==> src/rtl/pair_alu_pkg.sv <==
// Shared types, mode encodings and the two-operand arithmetic helper
// used by the pair-select ALU.
package pair_alu_pkg;

    typedef enum logic [1:0] {
        IDLE   = 2'd0,
        HAVE_A = 2'd1,
        EXEC   = 2'd2,
        WRITE  = 2'd3
    } state_t;

    localparam logic [1:0] MODE_ADD_WRAP = 2'b00;
    localparam logic [1:0] MODE_ADD_SAT  = 2'b01;
    localparam logic [1:0] MODE_SUB_WRAP = 2'b10;
    localparam logic [1:0] MODE_SUB_SAT  = 2'b11;

    // Widest slot value the helper supports; callers zero-extend into it.
    localparam int OP_MAXW = 16;

    // Unsigned add/sub on the low w bits of a and b.
    // Returns {ovf, res}; res is only meaningful in its low w bits.
    function automatic logic [OP_MAXW:0] alu_op(
        input logic [OP_MAXW-1:0] a,
        input logic [OP_MAXW-1:0] b,
        input logic [1:0]         mode,
        input int                 w
    );
        logic [OP_MAXW:0] one;
        logic [OP_MAXW:0] mask;
        logic [OP_MAXW:0] full;
        logic [OP_MAXW:0] res;
        logic             ovf;
        one  = {{OP_MAXW{1'b0}}, 1'b1};
        mask = (one << w) - one;
        if (mode == MODE_ADD_WRAP || mode == MODE_ADD_SAT) begin
            full = {1'b0, a} + {1'b0, b};
            // Carry out of bit w-1 means the sum no longer fits in w bits.
            ovf  = (full > mask);
            res  = (ovf && mode == MODE_ADD_SAT) ? mask : (full & mask);
        end else begin
            full = {1'b0, a} - {1'b0, b};
            ovf  = (a < b);
            res  = (ovf && mode == MODE_SUB_SAT) ? '0 : (full & mask);
        end
        return {ovf, res[OP_MAXW-1:0]};
    endfunction

endpackage

==> src/rtl/btn_edge_sync.sv <==
// Button front end: two-flop synchroniser per button, rising-edge
// detect, and lowest-index-wins selection when several edges coincide.
module btn_edge_sync #(
    parameter  int N    = 10,
    localparam int IDXW = $clog2(N)
) (
    input  logic            clk,
    input  logic            rst_n,
    input  logic [N-1:0]    buttons,
    output logic            press_valid,
    output logic [IDXW-1:0] press_idx
);

    logic [N-1:0] sync1_q, sync1_d;
    logic [N-1:0] sync2_q, sync2_d;
    logic [N-1:0] prev_q,  prev_d;
    logic [N-1:0] rise;

    // Shift chain: raw level -> meta flop -> stable flop -> previous sample.
    always_comb begin
        sync1_d = buttons;
        sync2_d = sync1_q;
        prev_d  = sync2_q;
        rise    = sync2_q & ~prev_q;
    end

    // Synchroniser and edge-history registers.
    always_ff @(posedge clk or negedge rst_n) begin
        if (!rst_n) begin
            sync1_q <= '0;
            sync2_q <= '0;
            prev_q  <= '0;
        end else begin
            sync1_q <= sync1_d;
            sync2_q <= sync2_d;
            prev_q  <= prev_d;
        end
    end

    // Priority encode: scanning downward leaves the lowest set edge.
    always_comb begin
        press_valid = 1'b0;
        press_idx   = '0;
        for (int i = N - 1; i >= 0; i--) begin
            if (rise[i]) begin
                press_valid = 1'b1;
                press_idx   = IDXW'(i);
            end
        end
    end

endmodule

==> src/rtl/pair_select_alu.sv <==
// Two-press operand selector over a register bank: first press picks A,
// second picks B, and A op B is written back into slot A.
module pair_select_alu
    import pair_alu_pkg::*;
#(
    parameter  int N    = 10,
    parameter  int W    = 4,
    localparam int IDXW = $clog2(N)
) (
    input  logic            clk,
    input  logic            rst_n,
    input  logic            enable,
    input  logic [1:0]      mode,
    input  logic            load,
    input  logic [N*W-1:0]  load_data,
    input  logic [N-1:0]    buttons,
    output logic [N*W-1:0]  values,
    output logic            sel_valid,
    output logic [IDXW-1:0] sel_index,
    output logic            busy,
    output logic            done,
    output logic            overflow
);

    logic            press_valid;
    logic [IDXW-1:0] press_idx;

    state_t          state_q, state_d;
    logic [IDXW-1:0] a_idx_q, a_idx_d;
    logic [IDXW-1:0] b_idx_q, b_idx_d;
    logic [1:0]      mode_q, mode_d;
    logic [W-1:0]    res_q, res_d;
    logic            ovf_res_q, ovf_res_d;
    logic            overflow_q, overflow_d;
    logic [W-1:0]    values_q [N];
    logic [W-1:0]    values_d [N];

    logic [W-1:0]    opa, opb;
    logic [OP_MAXW:0] op_out;
    logic            unused_op_bits;

    btn_edge_sync #(.N(N)) u_btn (
        .clk         (clk),
        .rst_n       (rst_n),
        .buttons     (buttons),
        .press_valid (press_valid),
        .press_idx   (press_idx)
    );

    assign opa            = values_q[a_idx_q];
    assign opb            = values_q[b_idx_q];
    assign op_out         = alu_op(OP_MAXW'(opa), OP_MAXW'(opb), mode_q, W);
    assign unused_op_bits = ^op_out[OP_MAXW-1:W];

    // Next-state, operand capture and bank update; load overrides everything.
    always_comb begin
        state_d    = state_q;
        a_idx_d    = a_idx_q;
        b_idx_d    = b_idx_q;
        mode_d     = mode_q;
        res_d      = res_q;
        ovf_res_d  = ovf_res_q;
        overflow_d = overflow_q;
        values_d   = values_q;

        case (state_q)
            IDLE: begin
                if (enable && press_valid) begin
                    a_idx_d = press_idx;
                    state_d = HAVE_A;
                end
            end
            HAVE_A: begin
                if (!enable) begin
                    state_d = IDLE;
                end else if (press_valid) begin
                    if (press_idx == a_idx_q) begin
                        state_d = IDLE;
                    end else begin
                        b_idx_d = press_idx;
                        mode_d  = mode;
                        state_d = EXEC;
                    end
                end
            end
            EXEC: begin
                if (!enable) begin
                    state_d = IDLE;
                end else begin
                    res_d     = op_out[W-1:0];
                    ovf_res_d = op_out[OP_MAXW];
                    state_d   = WRITE;
                end
            end
            WRITE: begin
                // A write already underway finishes even if enable drops.
                values_d[a_idx_q] = res_q;
                overflow_d        = ovf_res_q;
                state_d           = IDLE;
            end
            default: state_d = IDLE;
        endcase

        if (load) begin
            for (int i = 0; i < N; i++) begin
                values_d[i] = load_data[i*W +: W];
            end
            overflow_d = overflow_q;
            state_d    = IDLE;
        end
    end

    // State, operand and bank registers.
    always_ff @(posedge clk or negedge rst_n) begin
        if (!rst_n) begin
            state_q    <= IDLE;
            a_idx_q    <= '0;
            b_idx_q    <= '0;
            mode_q     <= MODE_ADD_WRAP;
            res_q      <= '0;
            ovf_res_q  <= 1'b0;
            overflow_q <= 1'b0;
            for (int i = 0; i < N; i++) begin
                values_q[i] <= '0;
            end
        end else begin
            state_q    <= state_d;
            a_idx_q    <= a_idx_d;
            b_idx_q    <= b_idx_d;
            mode_q     <= mode_d;
            res_q      <= res_d;
            ovf_res_q  <= ovf_res_d;
            overflow_q <= overflow_d;
            values_q   <= values_d;
        end
    end

    for (genvar gi = 0; gi < N; gi++) begin : g_pack
        assign values[gi*W +: W] = values_q[gi];
    end

    assign sel_valid = (state_q != IDLE);
    assign sel_index = sel_valid ? a_idx_q : '0;
    assign busy      = (state_q == EXEC) || (state_q == WRITE);
    assign done      = (state_q == WRITE) && !load;
    assign overflow  = overflow_q;

endmodule

==> config.mk <==
export PLATFORM = sky130hd
export DESIGN_NAME = pair_select_alu
export DESIGN_NICKNAME = d
export VERILOG_FILES = /design/src/rtl/pair_alu_pkg.sv /design/src/rtl/btn_edge_sync.sv /design/src/rtl/pair_select_alu.sv
export SDC_FILE = /design/constraint.sdc
export NUM_CORES = 1
export LEC_CHECK = 0
export ABC_AREA = 1
export ABC_CLOCK_PERIOD_IN_PS = 7700
export CAP_MARGIN = 20
export CORE_UTILIZATION = 25
export DETAILED_ROUTE_END_ITERATION = 10
export PLACE_DENSITY = 0.54
export SLEW_MARGIN = 0
export SYNTH_ARGS = -nofsm -noshare
export SYNTH_HDL_FRONTEND = slang
export SYNTH_SLANG_ARGS = --single-unit
==> constraint.sdc <==
create_clock -name clk -period 7.7 [get_ports clk]
set_input_delay 1.155 -clock clk [delete_from_list [all_inputs] [get_ports clk]]
set_output_delay 1.155 -clock clk [all_outputs]
set_load 0.01 [all_outputs]
# Yosys cells after proc, flatten, opt, wreduce, memory -nomap -nowiden
# Index checks and enable logic that the tools add are counted.
# Widths: inputs -> output; s select.
[word_totals] reg_bits=88 latch_bits=0 ram_bits=0 romBits=0 output_inout_bits=48 elab_cells=101 mem_count=0
[classes] n_addsub=2 mul=0 div=0 magnitude_cmp=5 n_eq_ne=8 shift=0 muxes=43 bitwise_logic=6 reduce_logical=17
[op_table] cell="$mux 40" n=2
[op_table] cell="$mux 4" n=19
[op_table] cell="$bwmux 40" n=1
[op_table] cell="$bmux 4 s4" n=2
[op_table] cell="$demux 4 s4" n=1
[op_table] cell="$mux 2" n=6
[op_table] cell="$mux 1" n=11
[op_table] cell="$and 10x10->10" n=1
[op_table] cell="$ge 5x5->1 const B" n=2
[op_table] cell="$not 10->10" n=1
[op_table] cell="$not 4->5" n=2
[op_table] cell="$pmux 2 s4" n=1
[op_table] cell="$reduce_and 2->1" n=4
[op_table] cell="$eq 2x2->1 const B" n=3
[op_table] cell="$add 4x4->5" n=1
[op_table] cell="$gt 5x4->1 const B" n=1
[op_table] cell="$logic_and 1x1->1" n=5
[op_table] cell="$lt 5x1->1 const B" n=1
[op_table] cell="$eq 2x1->1 const B" n=2
[op_table] cell="$eq 4x4->1" n=1
[op_table] cell="$logic_not 2->1" n=2
[op_table] cell="$lt 4x4->1" n=1
[op_table] cell="$ne 4x4->1 const B" n=1
[op_table] cell="$reduce_and 4->1" n=1
[op_table] cell="other kinds (6)" n=9

# Logic depth before layout (Yosys ltp)
[logic_depth] ltp_word=18 depth_mapped=20 depth_no_buf=20

# Cells and area by module
# A second synthesis with hierarchy kept.
[hier_totals] hier_cells=530 hier_area_um2=4521.8
[by_module_without_submodules] mod="pair_select_alu" instances=1 cells_per_inst=458 area_per_inst_um2=3568.4 seq_area_each_um2=1451.4
[by_module_without_submodules] mod="btn_edge_sync" instances=1 cells_per_inst=72 area_per_inst_um2=953.4 seq_area_each_um2=750.7

# Least setup slack after synthesis
# OpenSTA, ideal clock, no wires.
[synth_timing] path_kind="register to register" startpoint="register b_idx_q[0]" endpoint="register res_q[1]" setup_ps=82 arrival_ps=2638 setup_slack_ps=4980 stages_incl_launch_ff=17 n_path_buf=2 synth_period_minus_slack_ps=2720 cell_sequence="dfrtp_1 -> buf_2 -> inv_1 -> buf_2 -> a21oi_1 -> o21ai_0 -> nand3_1 -> a32o_1 -> ha_1 -> fa_1 -> or2_1 -> a21boi_2 -> nor3_1 -> nand2_2 -> nand2_2 -> or2_1 -> a31oi_1"
[synth_between] elab_chain_cells=9 word_cells_on_any_way=13 cone_classes="add/sub: 2; order compare: 2; mux: 6; bitwise: 1; reduce/logical: 2"
[synth_rtl] item="start: declaration" line_no="pair_select_alu.sv:30" text="logic [IDXW-1:0] b_idx_q, b_idx_d;"
[synth_rtl] item="start signal: assignment" line_no="pair_select_alu.sv:129" text="b_idx_q <= b_idx_d;"
[synth_rtl] item="$not 4->5 (implied by the code) *" line_no="pair_select_alu.sv:51" text="assign opb = values_q[b_idx_q];"
[synth_rtl] item="$bmux 4 s4 *" line_no="pair_select_alu.sv:51"
[synth_rtl] item="$mux 4 (implied by the code) * (2 in series)" line_no="pair_select_alu.sv:51"
[synth_rtl] item="$add 4x4->5" line_no="pair_alu_pkg.sv:36" text="full = {1'b0, a} + {1'b0, b};"
[synth_rtl] item="$gt 5x4->1" line_no="pair_alu_pkg.sv:38" text="ovf = (full > mask);"
[synth_rtl] item="$logic_and 1x1->1" line_no="pair_alu_pkg.sv:39" text="res = (ovf && mode == MODE_ADD_SAT) ? mask : (full & mask);"
[synth_rtl] item="$mux 4" line_no="pair_alu_pkg.sv:39"
[synth_rtl] item="$mux 4 *" line_no="pair_alu_pkg.sv:35" text="if (mode == MODE_ADD_WRAP || mode == MODE_ADD_SAT) begin"
[synth_rtl] item="end signal: assignment" line_no="pair_select_alu.sv:131" text="res_q <= res_d;"
[synth_rtl] item="end: declaration" line_no="pair_select_alu.sv:32" text="logic [W-1:0] res_q, res_d;"
# Mark *: on every way between the ends. The rest lies on a longest branch, timed or not. The select of a mux whose other input is x is not followed.
# A chain may end at the register's enable or synchronous reset.

# Final worst setup path
[layout_timing] startpoint="input port load" endpoint="output port done"
[layout_between] elab_chain_cells=2
[layout_rtl] item="start: declaration" line_no="pair_select_alu.sv:14" text="input logic load,"
[layout_rtl] item="$logic_not 1->1" line_no="pair_select_alu.sv:145" text="assign done = (state_q == WRITE) && !load;"
[layout_rtl] item="$logic_and 1x1->1" line_no="pair_select_alu.sv:145"
[layout_rtl] item="end: declaration" line_no="pair_select_alu.sv:21" text="output logic done,"
# Every way passes these cells.

==> parameters.txt <==
Parameter                              Value

STA
  Setup clock skew after layout    around 0.0092 ns
  Number of slew-limit violations in the final report    0
  Count of final hold-check violations    0
  Worst hold slack    ~0.35 ns
  Final critical delay including setup and external delays    3.79 ns
  Tightest Pin Transition    between 0.7 and 0.8 ns
  Final TNS setup    0 ns
  Max_slew headroom    0.517
  Peak clock frequency supported by timing    approximately 0.26 GHz
  Final setup viols    0
  RSZ-0062 raised after global routing    no
  Final clock period utilization by the worst path    0.492

Layout
  Syn-to-layout area delta    35.4%
  Highest-count cells in the layout ignoring fill and taps    nand2_1, clkdlybuf4s50_1, dfrtp_1
  Area occupied by multi-input gates    between 1500 and 2000 µm²
  Post-layout utilization of the core    0.345
  Number of diodes added for antenna fixing    0
  Number of fill cells    1834
  Commonest non-fill, non-tap cell in the layout    nand2_1
  Final instance area    6180 µm²
  Seq. cell area    about 2200 µm²
  Fraction of final layout cells sized beyond drive strength 1    0.0799
  Net total in the final layout    around 700

Place
  Number of input and output port buffers inserted    slightly above 100
  Routability cong.    about 0.93
  Total half-perimeter wirelength after legalization and detailed placement    roughly 11 mm
  Placed Instance Area    5830 µm²

Worst setup path
  Buf+Inv Stages, Crit Path    3
  Worst path slowest cell    clkdlybuf4s50_1
  Max FO, Critical Path    between 40 and 50
  Setup Crit Path Kind    in -> out
  Cell family with the largest share of critical-path delay    buffers and inverters
  CP Launch Type    input pin
  Slowest Stage Delay on Critical Path    around 0.50 ns
  Worst-path cell chain    clkdlybuf4s50_1 -> buf_4 -> nor2_1 -> clkdlybuf4s50_1
  WP data required    6.55 ns
  Most frequent CP cell    clkdlybuf4s50_1
  Capturing element type of the critical path    primary output
  Arrival time of the worst setup path    between 2 and 3 ns

Clock network
  Clock tree root buffer cell    clkbuf_16
  Inserted Clock Buffers    9
  Number of buffers inserted by hold repair at cts    0
  Number of sinks handled by clock tree synthesis    88
  PostCTS Resize Cnt    0
  Number of setup buffers added after CTS    0
  CTS tree    yes
  Number of levels the H-tree was split into    3
  Later-pin clock latency in the skew report    0.36 ns
  Max Root-Sink Buffers    2
  Clock edge transition at the registers on the reported setup and hold paths    0.06 ns

Status
  Result of the run    complete, no violations

Global route
  Global-route wire length before repair    around 23 mm
  Global-route total usage across every layer    0.160
  Vias in the first global route    4368
  Largest net degree at the start of global routing    89
  GRT Residual Overflow    0
  Antenna violations before repair    0

Detailed routing
  Final ANT Viol Nets    0
  Average routed wire per standard cell    16.4 µm
  DRT iter0 DRCs    between 300 and 400
  Total iterations of the first detailed-routing run    6
  Total length of routed wires    ~14 mm
  Number of vias per cell    between 4 and 5
  Via count of the routed design    roughly 4300
  DRC violation count after routing    0

Yosys
  Post-synthesis instance area    roughly 4600 µm²
  Post-synthesis net count    ~600
  #FFs+latches synth    88
  Average footprint of a synthesized cell    around 8.6 µm²
  Post-synth EDFFs    0
  Synth Instances    531
  Synthesis Warnings    0
  Post-synthesis async set-or-reset flop share    1.00
  Sequential share of the synthesized area    0.482
  Most used DFF post-synth    dfrtp_1
  Distinct cells, synth    40

Die
  Number of standard-cell rows in the floorplan    49
  Core region area    around 18000 µm²
  I/O pin cnt    between 100 and 150
  Vertical die dimension    about 140 µm
  Die Outline Area    between 15000 and 20000 µm²
  Starting density of the core    0.255
  Floorplan die width    137 µm

Flow run
  Max-Cap Viols    0

Hold path
  Type of the worst min-delay path    reg -> reg

Power
  Switch Pwr    ~0.00071 W
  Net switching fraction of the power    0.392
  Worst vdd rail ir drop    about 0.00016 V
  Fraction of power consumed by the clock network    0.268
  Proportion of power drawn by flip-flops and latches    0.335
  Leakage    roughly 2.7 nW
  Total power divided by cell area    292 nW/µm²
  Logic pwr share    0.397
  Internal power    roughly 0.0011 W
[power groups by stage]
stage	registers [W]	clock network (W)	logic [W]
2_1_floorplan	0.000580	0	0.000491
3_3_place_gp	0.000611	0	0.000692
3_5_place_dp	0.000613	0	0.000709
4_1_cts	0.000605	0.000491	0.000714
5_1_grt	0.000615	0.000513	0.000799
6_report	0.000607	0.000484	0.000718
[cell usage after synthesis (all sizes together) (2+ instances only)]
cell / number / share of area
nor2: 29 / 0.033
o22ai: 14 / 0.019
inv: 79 / 0.065
a22oi: 4 / 0.0066
o21ai: 35 / 0.038
nor3: 4 / 0.0066
nand4: 11 / 0.015
xor2: 2 / 0.0038
fa: 2 / 0.0088
buf: 6 / 0.0066
o211ai: 6 / 0.0099
ha: 8 / 0.022
a21oi: 23 / 0.025
nand3: 33 / 0.044
a31oi: 2 / 0.0027
clkinv: 3 / 0.0025
o221ai: 35 / 0.067
a221oi: 2 / 0.0038
clkbuf: 8 / 0.0066
or2: 3 / 0.0041
dfrtp: 88 / 0.48
nand2: 127 / 0.11
[routing by layer]
layer | share of wire | track usage | vias up
li1 | - | - | 2018
met1 | 0.42 | 0.188 | 2032
met2 | 0.49 | 0.276 | 177
met3 | 0.069 | 0.0456 | 31
met4 | 0.029 | 0.0611 | 0
met5 | 0 | 0 | -
[registers in the layout, indices dropped and copies added (netlist names), 4 cells and up]
name and flops:
a_idx_q 4, b_idx_q 4, res_q 4, u_btn.prev_d 10, u_btn.prev_q 10, u_btn.sync1_q 10, values 40
[path summary, 6_finish.rpt]
kind	endpoint	cells past startpoint	from	slack, ns
setup / recovery	done	4	load	3.91
hold / removal	u_btn.prev_d[0]$_DFF_PN0_	0	u_btn.sync1_q[0]$_DFF_PN0_	0.35
max in group asynchronous	values[27]$_DFFE_PN0P_	2	rst_n	6.32
hold reg to reg	u_btn.prev_d[0]$_DFF_PN0_	0	u_btn.sync1_q[0]$_DFF_PN0_	0.35
setup reg to reg	res_q[1]$_DFFE_PN0P_	13	b_idx_q[0]$_DFFE_PN0P_	4.11
min in group asynchronous	u_btn.sync1_q[1]$_DFF_PN0_	1	rst_n	0.76
[metrics by stage]
step / std cells / total power [W] / setup WS (ns)
3_3_place_gp: 850 / 0.00130 / 3.90
3_5_place_dp: 850 / 0.00132 / 3.89
6_report: 867 / 0.00181 / 3.91
2_1_floorplan: 531 / 0.00107 / 4.98
5_1_grt: 867 / 0.00193 / 3.78
4_1_cts: 866 / 0.00181 / 3.89
[area by class of cell]
class,instances,area share
clock buffers,9,0.0364
clock inverters,7,0.0164
inverters,82,0.0498
multi-input cells,347,0.323
flip-flops and latches,88,0.356
well taps,229,0.0463
repair buffers,105,0.172
[logic make-up after synthesis]
logic type | Yosys count | share of synthesized area
multiplexers | 1 | 0.00247
AO/OA/AOI/OAI | 125 | 0.181
AND/OR/NAND/NOR | 208 | 0.218
adder cells (fa/ha/maj) | 10 | 0.0307
flip-flops | 88 | 0.482
XOR/XNOR | 3 | 0.00575
buffers and inverters | 96 | 0.0805
Power figures use the tool's default switching activity.
